==> src/rtl/icache_resp_if.sv <==
// Fetch-side and refill-side signals of the instruction cache responder.
// slave is the cache's view; master is the fetch stage / memory side.
interface icache_resp_if;
  logic [63:0] pc;
  logic [31:0] instr;
  logic        instr_valid;
  logic        flush;
  logic        mem_req_valid;
  logic        mem_req_ready;
  logic [63:0] mem_req_addr;
  logic        mem_resp_valid;
  logic [63:0] mem_resp_data;

  modport slave (
    input  pc, flush, mem_req_ready, mem_resp_valid, mem_resp_data,
    output instr, instr_valid, mem_req_valid, mem_req_addr
  );

  modport master (
    output pc, flush, mem_req_ready, mem_resp_valid, mem_resp_data,
    input  instr, instr_valid, mem_req_valid, mem_req_addr
  );
endinterface

==> src/rtl/icache_resp.sv <==
// Direct-mapped, flop-based instruction cache with 64-bit lines and a
// single-outstanding valid/ready refill port.
module icache_resp #(
  parameter int unsigned NSETS        = 16,
  parameter logic [31:0] RST_MISS_CNT = 32'd0
) (
  input  logic               clk,
  input  logic               rst,
  icache_resp_if.slave       bus,
  output logic [31:0]        miss_cnt
);
  localparam int unsigned IDX = $clog2(NSETS);
  localparam int unsigned TW  = 64 - IDX - 3;

  typedef enum logic [1:0] {StIdle, StReq, StResp} state_e;

  state_e            state_q;
  logic [NSETS-1:0]  valid_q;
  logic [TW-1:0]     tag_q  [NSETS];
  logic [63:0]       data_q [NSETS];
  logic              drop_q;
  logic              req_valid_q;
  logic [63:0]       addr_q;
  logic [31:0]       miss_cnt_q;

  logic [IDX-1:0]    idx;
  logic [IDX-1:0]    fill_idx;
  logic [TW-1:0]     tag;
  logic              hit;
  logic              fill_en;
  logic [63:0]       line;
  logic              unused_pc;

  assign idx       = bus.pc[IDX+2:3];
  assign tag       = bus.pc[63:IDX+3];
  assign fill_idx  = addr_q[IDX+2:3];
  assign hit       = valid_q[idx] && (tag_q[idx] == tag);
  assign line      = data_q[idx];
  assign unused_pc = ^bus.pc[1:0];

  assign bus.instr_valid   = (state_q == StIdle) && hit && !bus.flush;
  assign bus.instr         = bus.instr_valid ? (bus.pc[2] ? line[63:32] : line[31:0])
                                             : 32'h0000_0013;
  assign bus.mem_req_valid = req_valid_q;
  assign bus.mem_req_addr  = addr_q;
  assign miss_cnt          = miss_cnt_q;

  // A flush in the response cycle kills the write just like an earlier one.
  assign fill_en = !rst && (state_q == StResp) && bus.mem_resp_valid && !drop_q && !bus.flush;

  always_ff @(posedge clk) begin
    if (fill_en) begin
      data_q[fill_idx] <= bus.mem_resp_data;
      tag_q[fill_idx]  <= addr_q[63:IDX+3];
    end
  end

  always_ff @(posedge clk) begin
    if (rst) begin
      state_q     <= StIdle;
      valid_q     <= '0;
      drop_q      <= 1'b0;
      req_valid_q <= 1'b0;
      addr_q      <= '0;
      miss_cnt_q  <= RST_MISS_CNT;
    end else begin
      if (bus.flush) valid_q <= '0;
      unique case (state_q)
        StIdle: begin
          if (!bus.flush && !hit) begin
            addr_q      <= {bus.pc[63:3], 3'b000};
            miss_cnt_q  <= (miss_cnt_q == 32'hFFFF_FFFF) ? miss_cnt_q : miss_cnt_q + 32'd1;
            req_valid_q <= 1'b1;
            state_q     <= StReq;
          end
        end
        StReq: begin
          if (bus.flush) drop_q <= 1'b1;
          if (bus.mem_req_ready) begin
            req_valid_q <= 1'b0;
            state_q     <= StResp;
          end
        end
        StResp: begin
          if (bus.mem_resp_valid) begin
            if (fill_en) valid_q[fill_idx] <= 1'b1;
            drop_q  <= 1'b0;
            state_q <= StIdle;
          end else if (bus.flush) begin
            drop_q <= 1'b1;
          end
        end
        default: state_q <= StIdle;
      endcase
    end
  end
endmodule
==> src/flat_wrapper.sv <==
// flat-port wrapper written by rule: the top's interface ports become plain ports
module icache_resp_flat 
#(
  parameter int unsigned NSETS        = 16,
  parameter logic [31:0] RST_MISS_CNT = 32'd0
)
  (clk, rst, miss_cnt, bus_pc, bus_flush, bus_mem_req_ready, bus_mem_resp_valid, bus_mem_resp_data, bus_instr, bus_instr_valid, bus_mem_req_valid, bus_mem_req_addr);
  icache_resp_if bus_i ();
  input  logic clk;
  input  logic rst;
  output logic [31:0] miss_cnt;
  input wire logic [$bits(bus_i.pc)-1:0] bus_pc;
  input wire logic [$bits(bus_i.flush)-1:0] bus_flush;
  input wire logic [$bits(bus_i.mem_req_ready)-1:0] bus_mem_req_ready;
  input wire logic [$bits(bus_i.mem_resp_valid)-1:0] bus_mem_resp_valid;
  input wire logic [$bits(bus_i.mem_resp_data)-1:0] bus_mem_resp_data;
  output wire logic [$bits(bus_i.instr)-1:0] bus_instr;
  output wire logic [$bits(bus_i.instr_valid)-1:0] bus_instr_valid;
  output wire logic [$bits(bus_i.mem_req_valid)-1:0] bus_mem_req_valid;
  output wire logic [$bits(bus_i.mem_req_addr)-1:0] bus_mem_req_addr;
  assign bus_i.pc = bus_pc;
  assign bus_i.flush = bus_flush;
  assign bus_i.mem_req_ready = bus_mem_req_ready;
  assign bus_i.mem_resp_valid = bus_mem_resp_valid;
  assign bus_i.mem_resp_data = bus_mem_resp_data;
  assign bus_instr = bus_i.instr;
  assign bus_instr_valid = bus_i.instr_valid;
  assign bus_mem_req_valid = bus_i.mem_req_valid;
  assign bus_mem_req_addr = bus_i.mem_req_addr;
  icache_resp #(.NSETS(NSETS), .RST_MISS_CNT(RST_MISS_CNT)) u_core (.clk(clk), .rst(rst), .bus(bus_i), .miss_cnt(miss_cnt));
endmodule
==> config.mk <==
export PLATFORM = sky130hd
export DESIGN_NAME = icache_resp_flat
export DESIGN_NICKNAME = d
export VERILOG_FILES = /design/src/rtl/icache_resp_if.sv /design/src/rtl/icache_resp.sv /design/src/flat_wrapper.sv
export SDC_FILE = /design/constraint.sdc
export NUM_CORES = 2
export LEC_CHECK = 0
export ABC_AREA = 1
export CELL_PAD_IN_SITES_DETAIL_PLACEMENT = 2
export CELL_PAD_IN_SITES_GLOBAL_PLACEMENT = 2
export CORE_UTILIZATION = 38
export DETAILED_ROUTE_END_ITERATION = 12
export PLACE_DENSITY = 0.86
export SKIP_LAST_GASP = 1
export SLEW_MARGIN = 20
export SYNTH_ARGS = -nofsm -noshare
export SYNTH_HDL_FRONTEND = slang
export SYNTH_SLANG_ARGS = --single-unit
==> constraint.sdc <==
create_clock -name clk -period 8.2 [get_ports clk]
set_input_delay 1.64 -clock clk [delete_from_list [all_inputs] [get_ports clk]]
set_output_delay 1.64 -clock clk [all_outputs]
set_load 0.01 [all_outputs]
; Word-level counts from Yosys, hierarchy flattened
; Memories as Yosys holds them, arrays and structs flattened.
; Cells that the tools add are included.
[totals]
regBits = 113
ramBits = 1936
inputBits = 133
elab_cells = 64
n_memories = 2
[mem_list]
columns = memory, depth, width, read_ports, rd_clocked_by_memory_dff, write_ports, line
row1 = u_core.data_q, 16, 64, 1, 0, 1, icache_resp.sv:20  ; logic [63:0] data_q [NSETS];
row2 = u_core.tag_q, 16, 57, 1, 0, 1, icache_resp.sv:19  ; logic [TW-1:0] tag_q [NSETS];
[op_classes]
addsub = 1
n_lt_le_gt_ge = 3
n_eq_ne = 7
mux = 23
bitwise_logic = 2
n_reduce_logical = 20
[op_table]
columns = cell, n
row1 = 16-bit 2-to-1 mux, 5
row2 = 32-bit 2-to-1 mux, 2
row3 = 57-bit equality test, 1
row4 = "32-bit by 1-bit adder with 32-bit output, second input constant", 1
row5 = "32-bit equality test, second input constant", 1
row6 = 16-bit OR, 1
row7 = "4-bit by 5-bit < comparator with 1-bit output, second input constant", 2
row8 = 1-bit logical AND, 9
row9 = 3-bit AND reduction, 3
row10 = 1-bit 2-to-1 mux, 8
row11 = 2-bit 2-to-1 mux, 3
row12 = "2-bit inequality test, second input constant", 3
row13 = 2-bit case mux with 3 select lines, 1
row14 = 1-bit binary-select mux with 4-bit select, 1
row15 = 1-bit demux with 4-bit select, 1
row16 = "4-bit by 1-bit >= comparator with 1-bit output, second input constant", 1
row17 = 1-bit logical NOT, 4
row18 = 1-bit case mux with 2 select lines, 2
row19 = 2-bit nonzero test, 2
row20 = "2-bit by 1-bit equality test with 1-bit output, second input constant", 1
row21 = "2-bit equality test, second input constant", 1
row22 = 2-bit logical NOT, 1
row23 = 2-bit AND reduction, 1
row24 = 1-bit NOT, 1

; Longest topological paths before layout
[logic_depth]
ltp_word = 8
depth_mapped = 25
ltp_nobuf = 21

; Worst setup path after synthesis
; No wires, ideal clock.
[synth_timing]
kind = input port to flip-flop
from = input port rst
to = memory u_core.data_q[11][0] (enable)
arrival_ps = 7355
path_slack_ps = 241
path_stages = 6
path_cell_list = clkbuf_1 > inv_1 > nand4_1 > nor3_1 > inv_1 > nor2_1
[synth_via]
elab_chain_len = 7
[synth_rtl]
columns = item, line
row1 = start: declaration, flat_wrapper.sv:10  ; input logic rst;
row2 = 1-bit logical NOT, icache_resp.sv:49  ; assign fill_en = !rst && (state_q == StResp) && bus.mem_resp_valid && !drop_q && !bus.flush;
row3 = 1-bit logical AND (4 in a row), icache_resp.sv:49
row4 = 1-bit 2-to-1 mux, icache_resp.sv:52  ; if (fill_en) begin
row5 = 1-bit 2-to-1 mux (not written as such), icache_resp.sv:53  ; data_q[fill_idx] <= bus.mem_resp_data;
row6 = end: declaration, icache_resp.sv:20
; Every way passes these cells.

; Worst setup path in the final report
[layout_timing]
from = input port bus_pc[3]
to = output port bus_instr[8]
[layout_via]
elab_chain_len = 6
word_cells_on_any_way = 10
cone_classes = 1 x eq/ne / 4 x mux / 3 x reduce/logical / 2 x memory
[layout_rtl]
columns = item, line
row1 = start: declaration, flat_wrapper.sv:12  ; input wire logic [$bits(bus_i.pc)-1:0] bus_pc;
row2 = memory read 16 x 57 bit / 1-bit binary-select mux with 4-bit select (equally long branches), -
row3 = 57-bit equality test / 1-bit 2-to-1 mux (equally long branches), icache_resp.sv:37  ; assign hit = valid_q[idx] && (tag_q[idx] == tag);
row4 = 1-bit logical AND, icache_resp.sv:37
row5 = 1-bit logical AND (2 in a row), icache_resp.sv:41  ; assign bus.instr_valid = (state_q == StIdle) && hit && !bus.flush;
row6 = 32-bit 2-to-1 mux (*), icache_resp.sv:42  ; assign bus.instr = bus.instr_valid ? (bus.pc[2] ? line[63:32] : line[31:0])
row7 = end: declaration, flat_wrapper.sv:17  ; output wire logic [$bits(bus_i.instr)-1:0] bus_instr;
; Every way passes the cells marked *; elsewhere a longest branch is shown, timed or not. The select of a mux whose other input is x is not followed.

==> metrics.yaml <==
logic_synthesis:
  synth_ff_type: "edfxtp_1"
  async_flop_share: 0
  ys_seq_area_frac: 0.724
  synth-edff-count: 1936
  yosysWarnings: 0
  yosys.cell_types.count: 42
  avgSynthCellArea_um2: 11.6
  syn_inst: 7175
  syn_area_um2: 83400
  ys_ff_latch: 2049
route:
  vias: 62200
  dr.first_iter.drc_count: 6251
  ant_nets: 0
  routed_wl_um: 338000
  drc: 0
  wl_per_cell_um: 32.5
  vias_per_cell: 5.97
  dr.pass1.iters: 6
cells_and_area:
  final_cell_mix: "1992 x nand2_1, 1936 x edfxtp_1, 631 x nand3_1"
  drive_above_1_share: 0.0683
  final_common_cell: "nand2_1"
  nNetsFinal: 7495
  fillerInstances: 21600
  area_growth_pct: 15.3
  layout.cells.non_filler: 10400
worst_setup_path:
  rr_endpoint: "u_core.bus.mem_req_addr[14]"
  cpMostUsedCell: "nor2_1"
  crit_required_ps: 6560
  reg2reg_depth: 18
  worstSetupPathType: "in2out"
  crit_path_max_fanout: 131
  endpoint_kind: "output port"
  crit_family: "simple AND/OR/NAND/NOR gates"
  r2r_start: "u_core.tag_q[10][25]"
  path_cells: "buf_8 -> buf_12 -> nor2_1 -> nor2_1 -> o21ai_0 -> nand3_1 -> nand3_1 -> nand2_1 -> nand2_1 -> nor2_1 -> nand2_1 -> nor2_1 -> nand2_1 -> nor2_1 -> nand2_2 -> nor3_4 -> inv_2 -> nor2_1 -> clkdlybuf4s50_1"
  crit_path_start_kind: "input pin"
  path_buf_inv: 4
  cp.arrival_ps: 6500
  cp.depth: 19
  slowest_delay_ps: 590
  rrSetupSlack_ps: 3960
  cp_slowest_cell: "clkdlybuf4s50_1"
min_path:
  worstHoldStart: "u_core.valid_q[15]"
  min_delay_worst_endpoint: "u_core.valid_q[15]"
  min_path_type: "reg2reg"
  whs_path_depth: 2
floorplanning:
  rows: 171
  die_h_um: 471
  core_area_um2: 218000
  dieArea_um2: 221000
  start_util: 0.383
  io_pins: 263
  chipWidth_um: 471
clock_network:
  path_clk_slew_ps: 60
  hold_buffers: 0
  cts_tree: "built"
  cts-root-buf: "clkbuf_16"
  htree_levels: 4
  worstSkewPairLatency_ps: 900
  clockBufferDepth: 3
  numCtsBuffers: 213
  clock-sinks: 2049
sta:
  tightest_slew_ps: 1170
  slew_headroom: 0.220
  finalHoldViolCount: 0
  setup-tns-final_ps: 0
  setup_violations: 0
  min_period_ps: 8140
  fin_crit_sh: 0.993
  fin_skew_ps: 58.4
  drv_slew: 0
  clock.fmax_mhz: 123
power_and_ir_drop:
  p_leak_nw: 34.6
  power_density_nw_per_um2: 252
  ir_drop_mv: 0.253
placed_design:
  portBuffers: 257
  dp.cells: 9997
  place.gp.congestion: 0.795
  hpwl_um: 183000
grt:
  overflow: 0
  grt_pass1_wl_um: 487000
  grt_max_degree: 201
  antenna_found_initial: 32
  grt_pass1_vias: 68900
  globalRouteTotalUtil: 0.300
run_status:
  status: "finished, final reports clean"
run:
  drv_cap: 0
cells by family (layout without fill, tap and decap cells):
logic type | after synthesis | in the layout | synth area share
AO/OA/AOI/OAI | 1162 | 1162 | 0.0818
XOR/XNOR | 10 | 10 | 0.00105
adder cells (fa/ha/maj) | 4 | 4 | 0.000600
buffers and inverters | 840 | 1202 | 0.0415
flip-flops | 2049 | 2049 | 0.724
other | 1 | 16 | 0.0000450
AND/OR/NAND/NOR | 3109 | 3109 | 0.151
layout make-up:
class | count | area [um^2] | share of cell area
Inverter | 391 | 1500 | 0.0156
Timing Repair Buffer | 415 | 4240 | 0.0440
Clock buffer | 286 | 5900 | 0.0613
Sequential cell | 2049 | 60400 | 0.628
Clock inverter | 110 | 882 | 0.00917
Antenna cell | 13 | 32.5 | 0.000338
Tap cell | 2854 | 3570 | 0.0371
Multi-Input combinational cell | 4288 | 19700 | 0.205
power breakdown:
part	switching [W]	total, W	leakage, nW	internal (W)
sequential	0.000444	0.0123	18.5	0.0119
clock	0.00445	0.00983	3.31	0.00538
combinational	0.00146	0.00204	12.8	0.000579
total	0.00635	0.0242	34.6	0.0179
layer usage:
| layer | part of all wire | global-route usage | vias to the layer above |
|---|---|---|---|
| met1 | 0.37 | 0.347 | 32900 |
| li1 | - | - | 25600 |
| met3 | 0.060 | 0.0485 | 838 |
| met5 | 0.00048 | 0 | - |
| met4 | 0.053 | 0.154 | 26 |
| met2 | 0.52 | 0.532 | 2785 |
state kept, by name (all words and copies together), names as in the netlist:
name / flops
u_core.bus.mem_req_addr: 61
u_core.bus.mem_req_valid: 1
u_core.data_q: 1024
u_core.drop_q: 1
u_core.miss_cnt: 32
u_core.state_q: 2
u_core.tag_q: 912
u_core.valid_q: 16
worst max-delay path by stage:
stage,startpoint,endpoint,slack [ps]
after floorplan,rst,u_core.data_q[11][0],240
after global placement,bus_pc[3],bus_instr[8],510
after detailed placement,bus_pc[3],bus_instr[8],230
after CTS,bus_pc[3],bus_instr[8],110
after global routing,bus_pc[3],bus_instr[8],-0.9
final,bus_pc[3],bus_instr[8],60
what timing repair did:
action / in CTS / in global routing
endpoints found under the setup margin: 0 / 4
resized for setup: 0 / 3
setup buffers: 0 / 0
cell usage after synthesis, types with 10 or more instances:
library cell,number,area (um^2)
buf_4,39,293
a21oi_1,589,2950
o21ai_0,236,1180
a31o_2,14,123
buf_1,58,218
o221ai_1,10,87.6
a22oi_1,115,863
o22ai_1,12,75.1
edfxtp_1,1936,58100
buf_2,97,485
a32oi_1,15,131
dfxtp_1,113,2260
nand3_1,631,3160
inv_1,385,1450
o311ai_0,15,131
nand2_1,1992,7480
o31ai_1,29,218
clkbuf_1,250,938
nand4_1,14,87.6
o211ai_1,45,338
a221oi_1,44,385
nor3_1,12,60.1
a221o_1,29,290
nor2_1,432,1620
metrics by stage:
| stage | hold WS [ps] | cell area [um^2] | util | power [W] | setup slack [ps] |
|---|---|---|---|---|---|
| 5_1_grt | 531 | 96200 | 0.442 | 0.0247 | -0.943 |
| 3_3_place_gp | 464 | 89400 | 0.411 | 0.0143 | 507 |
| 4_1_cts | 495 | 96200 | 0.442 | 0.0243 | 114 |
| 3_5_place_dp | 482 | 89400 | 0.411 | 0.0145 | 228 |
| 6_report | 491 | 96200 | 0.442 | 0.0242 | 56.8 |
| 2_1_floorplan | 455 | 83400 | - | 0.0133 | 241 |
worst reg2reg max path, delay by kind of cell (launching register included):
family,cells,cell delay (ps)
buf+inv,2,1220
flops,1,430
simple gates,13,1960
compound gates,3,560
(Power assumes the default switching activity.)
